**config.mk**
```make
export PLATFORM = sky130hd
export DESIGN_NAME = branch_control_unit
export DESIGN_NICKNAME = d
export VERILOG_FILES = /design/src/rtl/branch_control_unit.sv
export SDC_FILE = /design/constraint.sdc
export NUM_CORES = 1
export LEC_CHECK = 0
export CAP_MARGIN = 20
export CORE_UTILIZATION = 50
export DETAILED_ROUTE_END_ITERATION = 8
export GPL_TIMING_DRIVEN = 0
export PLACE_DENSITY = 0.79
export REMOVE_ABC_BUFFERS = 1
export SYNTH_ARGS = -nofsm -noshare
export SYNTH_HDL_FRONTEND = slang
export SYNTH_SLANG_ARGS = --single-unit
```
**constraint.sdc**
```tcl
create_clock -name I_clk -period 2 [get_ports I_clk]
set_input_delay 0.2 -clock I_clk [delete_from_list [all_inputs] [get_ports I_clk]]
set_output_delay 0.2 -clock I_clk [all_outputs]
set_load 0.05 [all_outputs]
```
**src/rtl/branch_control_unit.sv**
```systemverilog
// rtl/branch_control_unit.sv - RV32I branch comparator sequencer with flush and saturating statistics
module branch_control_unit #(
    parameter int FLUSH_CYCLES = 2,
    parameter int CNT_WIDTH    = 16
) (
    input  logic                 I_clk,
    input  logic                 I_rst_n,
    input  logic                 I_branch_valid,
    output logic                 O_branch_ready,
    input  logic [2:0]           I_funct3,
    input  logic                 I_is_jump,
    output logic                 O_branch_unsigned,
    input  logic                 I_branch_equal,
    input  logic                 I_branch_lessthan,
    output logic                 O_stall,
    output logic                 O_resolve_valid,
    output logic                 O_taken,
    output logic                 O_illegal,
    output logic                 O_pc_select,
    output logic                 O_flush,
    input  logic                 I_count_clear,
    output logic [CNT_WIDTH-1:0] O_branch_count,
    output logic [CNT_WIDTH-1:0] O_taken_count
);

    typedef enum logic [1:0] {
        S_IDLE,
        S_COMPARE,
        S_RESOLVE,
        S_FLUSH
    } state_t;

    localparam int FW = (FLUSH_CYCLES > 1) ? $clog2(FLUSH_CYCLES) : 1;
    localparam logic [FW-1:0] FLUSH_LAST = (FLUSH_CYCLES > 0) ? FW'(FLUSH_CYCLES - 1) : '0;

    state_t         state_q, state_d;
    logic [2:0]     funct3_q;
    logic           jump_q;
    logic           unsigned_q;
    logic           eq_q, lt_q;
    logic [FW-1:0]  flush_cnt_q;
    logic [CNT_WIDTH-1:0] branch_cnt_q, taken_cnt_q;
    logic           taken_dec, illegal_dec;
    logic           resolve_legal;

    // Decision uses only the registered comparator results, never the live inputs.
    always_comb begin
        taken_dec   = 1'b0;
        illegal_dec = 1'b0;
        if (jump_q) begin
            taken_dec = 1'b1;
        end else begin
            case (funct3_q)
                3'b000:         taken_dec = eq_q;
                3'b001:         taken_dec = ~eq_q;
                3'b100, 3'b110: taken_dec = lt_q;
                3'b101, 3'b111: taken_dec = ~lt_q;
                default:        illegal_dec = 1'b1;
            endcase
        end
    end

    always_comb begin
        state_d = state_q;
        case (state_q)
            S_IDLE:    if (I_branch_valid) state_d = S_COMPARE;
            S_COMPARE: state_d = S_RESOLVE;
            S_RESOLVE: begin
                if (taken_dec && (FLUSH_CYCLES > 0)) state_d = S_FLUSH;
                else                                 state_d = S_IDLE;
            end
            S_FLUSH:   if (flush_cnt_q == '0) state_d = S_IDLE;
            default:   state_d = S_IDLE;
        endcase
    end

    always_ff @(posedge I_clk or negedge I_rst_n) begin
        if (!I_rst_n) begin
            state_q     <= S_IDLE;
            funct3_q    <= 3'b000;
            jump_q      <= 1'b0;
            unsigned_q  <= 1'b0;
            eq_q        <= 1'b0;
            lt_q        <= 1'b0;
            flush_cnt_q <= '0;
        end else begin
            state_q <= state_d;
            if (state_q == S_IDLE && I_branch_valid) begin
                funct3_q   <= I_funct3;
                jump_q     <= I_is_jump;
                unsigned_q <= I_funct3[1] & ~I_is_jump;
            end
            if (state_q == S_COMPARE) begin
                eq_q <= I_branch_equal;
                lt_q <= I_branch_lessthan;
            end
            if (state_q == S_RESOLVE) begin
                flush_cnt_q <= FLUSH_LAST;
            end else if (state_q == S_FLUSH && flush_cnt_q != '0) begin
                flush_cnt_q <= flush_cnt_q - 1'b1;
            end
        end
    end

    assign resolve_legal = (state_q == S_RESOLVE) && !illegal_dec;

    // Clear wins over a same-cycle increment; both counters stick at all-ones.
    always_ff @(posedge I_clk or negedge I_rst_n) begin
        if (!I_rst_n) begin
            branch_cnt_q <= '0;
            taken_cnt_q  <= '0;
        end else if (I_count_clear) begin
            branch_cnt_q <= '0;
            taken_cnt_q  <= '0;
        end else if (resolve_legal) begin
            if (branch_cnt_q != '1)              branch_cnt_q <= branch_cnt_q + 1'b1;
            if (taken_dec && taken_cnt_q != '1)  taken_cnt_q  <= taken_cnt_q + 1'b1;
        end
    end

    assign O_branch_ready    = (state_q == S_IDLE);
    assign O_stall           = (state_q == S_COMPARE) || (state_q == S_RESOLVE);
    assign O_resolve_valid   = (state_q == S_RESOLVE);
    assign O_taken           = (state_q == S_RESOLVE) && taken_dec;
    assign O_illegal         = (state_q == S_RESOLVE) && illegal_dec;
    assign O_pc_select       = (state_q == S_RESOLVE) && taken_dec;
    assign O_flush           = (state_q == S_FLUSH);
    assign O_branch_unsigned = unsigned_q;
    assign O_branch_count    = branch_cnt_q;
    assign O_taken_count     = taken_cnt_q;

endmodule

```
# ---- After elaboration in Yosys (flattened, before gate mapping)
# Cells that the tools add are included.
dict set report word_totals {
  ff_bits 42
  in_bits 10
  out_inout_bits 40
  wordCells 64
}
dict set report op_classes {
  add_sub_neg 3
  n_eq_ne 12
  n_mux 16
  bitwise_logic 4
  n_reduce_logical 20
}
# cell n
set ops {}
lappend ops {{two-way mux 16 bit} 6}
lappend ops {{adder 16 x 1 -> 16 bit (second input constant)} 2}
lappend ops {{inequality test 16 bit (second input constant)} 2}
lappend ops {{equality test 3 bit (second input constant)} 4}
lappend ops {{one-hot mux 2 bit (4 select lines)} 1}
lappend ops {{nonzero test 2 bit} 4}
lappend ops {{logical AND 1 bit} 6}
lappend ops {{two-way mux 2 bit} 3}
lappend ops {{AND reduction 2 bit} 3}
lappend ops {{OR reduction 6 bit} 1}
lappend ops {{two-way mux 1 bit} 5}
lappend ops {{equality test 2 bit (second input constant)} 2}
lappend ops {{inequality test 2 bit (second input constant)} 2}
lappend ops {{one-hot mux 1 bit (4 select lines)} 1}
lappend ops {{OR reduction 2 bit} 2}
lappend ops {{equality test 3 x 1 -> 1 bit (second input constant)} 1}
lappend ops {{logical NOT 3 bit} 1}
lappend ops {{NOT 1 bit} 3}
lappend ops {{equality test 2 x 1 -> 1 bit (second input constant)} 1}
lappend ops {{logical NOT 2 bit} 1}
lappend ops {{AND 1 bit} 1}
lappend ops {{logical NOT 1 bit} 1}
lappend ops {{logical OR 1 bit} 1}
lappend ops {{subtractor 1 bit (second input constant)} 1}

# ---- Depth between registers and ports, before layout
dict set report logic_depth {
  ltp_word 8
  depth_mapped 7
  ltp_nobuf 7
}

# ---- Worst setup path after synthesis
# Ideal clock, no wire load.
dict set report synth_timing {
  kind {reg2out}
  from {register state_q[0]}
  to {output port O_taken}
  arrival_time_ns 2.011
  required_ns 1.800
  setup_slack_ns -0.211
  path_stages_with_launch 7
  cell_sequence {dfrtp_1 -> inv_1 -> ha_1 -> and2_1 -> nand2_1 -> inv_1 -> buf_4}
}
dict set report synth_between {
  elab_chain_len 2
}
# element line
set synth_lines {}
lappend synth_lines {{start, declared} 36} ;# state_t state_q, state_d;
lappend synth_lines {{start signal, assigned} 87} ;# state_q <= state_d;
lappend synth_lines {{equality test 2 bit} n/a}
lappend synth_lines {{net O_resolve_valid} 16} ;# output logic O_resolve_valid,
lappend synth_lines {{logical AND 1 bit} 124} ;# assign O_taken = (state_q == S_RESOLVE) && taken_dec;
lappend synth_lines {{end, declared} 17} ;# output logic O_taken,
# The timed path passes the listed nets, and every way through them passes these cells.

# ---- Worst setup path in the final report
dict set report layout_timing {
  from {register funct3_q[2]}
  to {register taken_cnt_q[12], in the netlist O_taken_count[12]}
}
dict set report layout_between {
  elab_chain_len 8
}
# element line
set layout_lines {}
lappend layout_lines {{start, declared} 37} ;# logic [2:0] funct3_q;
lappend layout_lines {{start signal, assigned} 89} ;# funct3_q <= I_funct3;
lappend layout_lines {{equality test 3 bit, or another cell as far along} 53} ;# case (funct3_q)
lappend layout_lines {{OR reduction 6 bit (no line)} n/a}
lappend layout_lines {{two-way mux 1 bit} 53}
lappend layout_lines {{two-way mux 1 bit} 50} ;# if (jump_q) begin
lappend layout_lines {{logical NOT 1 bit} 105} ;# assign resolve_legal = (state_q == S_RESOLVE) && !illegal_dec;
lappend layout_lines {{logical AND 1 bit} 105}
lappend layout_lines {{nonzero test 2 bit (no line)} n/a}
lappend layout_lines {{AND reduction 2 bit (no line) (*)} n/a}
lappend layout_lines {{end signal, assigned} 117} ;# if (taken_dec && taken_cnt_q != '1) taken_cnt_q <= taken_cnt_q + 1'b1;
lappend layout_lines {{end, declared} 42} ;# logic [CNT_WIDTH-1:0] branch_cnt_q, taken_cnt_q;
# Every way passes the cells marked *; elsewhere a longest branch is shown, timed or not.
# A chain may end at the register's enable or synchronous reset.

==> results.md <==
* Status: completed
* Gate Count Post-Synth at 232
* Die width at between 60 and 70 um
* Fin crit share at 0.9933
* Post-synthesis simple-gate area fraction at 0.2388
* Dpl ws at -433.9 ps
* Final Max Tran Viols at 0
* Area Growth Syn to Fin at 34.75%
* Ys flop type: dfrtp_1
* First-pass detailed-route iteration total at 4
* Post-route DRC at 0
* Via count at approximately 2000
* Average cell area after synthesis at about 9.8 um^2
* Worst Hold Class: in -> async
* Crit path cell chain: mux2i_4, mux2_2, nor4_4, nor2_1, a311oi_1
* Critical path endpoint category: flip-flop
* Setup ws final at 13.49 ps
* WP buf/inv at 0
* Post-Syn Area at ~2300 um^2
* RSZ-0062 raised after global routing: yes
* Clk sinks at between 40 and 50
* Yosys warning count at 0
* Commonest non-fill, non-tap cell in the layout: dfrtp_1
* Global-route wire length before repair at 8735 um
* Gr ovfl total at 0
* H-tree depth at 2
* Largest net degree at the start of global routing at 29
* Post-synthesis xor/xnor area fraction at 0.06950
* F_max at ~500 MHz
* Worst EP required at 2190 ps
* Core area at between 4000 and 5000 um^2
* Root Driver: clkbuf_8
* CP max stage cell: mux2_2
* Int Power at between 0.0015 and 0.002 W
* Gate power share at 0.462
* Share of cells above drive strength 1 at 0.1365
* DP Wirelength at 3568 um
* Worst-Skew Late Latency at 310 ps
* Worst-margin pin slew at between 500 and 600 ps
* Largest stage delay, worst path at 450 ps
* Psw at ~0.0013 W
* Final nets at between 300 and 400
* Max VDD drop at 0.0009347 V
* Placement Cell Area at 2839 um^2
* Layout Cells excl Fill at 345
* Crit path kind: reg -> reg
* Power share of the clock group at 0.186
* CTS tree: built
* Chip height at just under 70 um
* IO Pins at 50
* Fin util at 0.7020
* Routability cong. at roughly 0.83
* Complex-gate fraction of the synthesized area at 0.1164
* Reg power frac at 0.352
* Commonest non-fill, non-tap cells in the layout: 42 x dfrtp_1, 41 x clkdlybuf4s50_1, 30 x nor2_1, 16 x nand2_1, 14 x xnor2_1
* Tmin final at between 1500 and 2000 ps
* Switching Fraction at 0.4219
* Fin area at between 3000 and 4000 um^2
* Mux share of post-synthesis cell area at 0.05350
* Setup crit start kind: flip-flop
* Detailed Route WL at about 5300 um
* Max_slew headroom at 0.6592
* Clock buffer depth at 2
* Vias/cell at 5.899
* Post-synth cell types at 46
* Critical path's top delay family: multiplexers
* Setup tns final at 0 ps
* Setup Skew at 18.18 ps
* Site Rows at 24
* CTS buffer count at 5
* Count of flip-flops with a built-in enable after synthesis at 0
* Power Density at ~1000 nW/um^2
* Async set or reset register ratio after synthesis at 1.000
* Clock-pin slew on the worst setup and hold paths at roughly 90 ps
* Sequential share of the synthesized area at 0.4633
* Critical path arrival at roughly 2200 ps
* Vias in the first global route at about 1900
* CP max FO at 7
* IO buf count at slightly below 50
* Violation count after the first detailed-route iteration at around 160
* GRT Util Overall at 0.2305
* Diode count at 0
* DR WL/cell at approximately 15 um
* Post-DRT Antenna Nets at 0
* FF+latch count, synth at 42
* Initial antenna violation count at 0
* Starting Density at 0.5210
* Hold Vio Cnt, Final at 0
* Main combinational cell family by area after synthesis: simple AND/OR/NAND/NOR gates
* Synth Area in Adders at 0.03309
* Leak at 1.262 nW
* Max-cap violations at 0
* Placed cells at about 330
* Die area at approximately 4800 um^2
* Number of setup violations in the final report at 0
-- logic make-up after synthesis --
kind of cell             after synthesis
multiplexers                          10
buffers and inverters                 14
adder cells (fa/ha/maj)                6
AO/OA/AOI/OAI                         38
AND/OR/NAND/NOR                      104
flip-flops                            42
XOR/XNOR                              18
-- routing by layer --
metal / track usage / vias up / share of wire
li1: - / 962 / -
met1: 0.2852 / 1002 / 0.44
met2: 0.3830 / 61 / 0.49
met3: 0.05669 / 10 / 0.048
met4: 0.09977 / 0 / 0.021
met5: 0 / - / 0
-- flip-flops by register name, summed over array words and instances (netlist names) --
| signal | cells |
|---|---|
| lt_q | 1 |
| state_q | 2 |
| O_taken_count | 16 |
| O_branch_unsigned | 1 |
| funct3_q | 3 |
| flush_cnt_q | 1 |
| jump_q | 1 |
| eq_q | 1 |
| O_branch_count | 16 |
-- cell type report --
type	count	area (um^2)
Timing Repair Buffer	59	584.3
Sequential cell	42	1051
Multi-Input combinational cell	176	1231
Tap cell	52	65.06
Fill cell	335	1297
Clock inverter	2	12.51
Inverter	8	30.03
Clock buffer	6	82.58
-- worst reg2reg max path, delay by kind of cell (launching register included) --
kind               cells  cell delay [ps]
muxes                  2              770
DFF                    1              430
and+or+nand+nor        2              390
AOI/OAI and AO/OA      1              290
-- Yosys cell counts (all sizes together) (3+ instances only) --
cell type   n  share of area
nor2       30          0.050
mux2i       3          0.019
nand4      11          0.030
or4         3         0.0099
clkbuf      4         0.0066
ha          6          0.033
and4        3          0.012
xor2        4          0.015
nand2      17          0.028
a21oi      12          0.026
dfrtp      42           0.46
nor4        5          0.014
or3         4          0.011
mux2        7          0.035
a211oi      3          0.012
and3        5          0.014
xnor2      14          0.054
nor3b       3          0.012
nor3        5          0.011
o21ai       7          0.015
inv         8          0.013
nand3       9          0.020
-- power by group through the flow --
stage	registers, W	logic (W)	clock network, W
3_5_place_dp	0.00110	0.00133	0
6_report	0.00110	0.00145	0.000584
4_1_cts	0.00110	0.00135	0.000589
5_1_grt	0.00112	0.00155	0.000627
2_1_floorplan	0.00117	0.000856	0
3_3_place_gp	0.00109	0.00130	0
-- what timing repair did --
action	in CTS	in global routing
buffers inserted	1	6
pin swaps	1	4
resized for setup	25	11
hold endpoints to repair	14	0
setup endpoints to repair	20	10
hold buffers	1	0
-- final timing paths --
check | start | to | cells after the start | slack, ps
max in group asynchronous | I_rst_n | state_q[0] | 3 | 1190
setup / recovery | funct3_q[2] | O_taken_count[12] | 5 | 10
hold reg to reg | O_branch_unsigned | O_branch_unsigned | 2 | 500
hold / removal | I_rst_n | O_taken_count[11] | 2 | 330
setup reg to reg | funct3_q[2] | O_taken_count[12] | 5 | 10
min in group I_clk | O_branch_unsigned | O_branch_unsigned | 2 | 500
-- per-stage QoR --
stage,hold WS (ps),power [W]
2_1_floorplan,-95.59,0.002030
3_3_place_gp,471.2,0.002391
3_5_place_dp,132.4,0.002423
4_1_cts,343.8,0.003036
5_1_grt,369.8,0.003298
6_report,330.2,0.003133
Power figures use the tool's default switching activity.
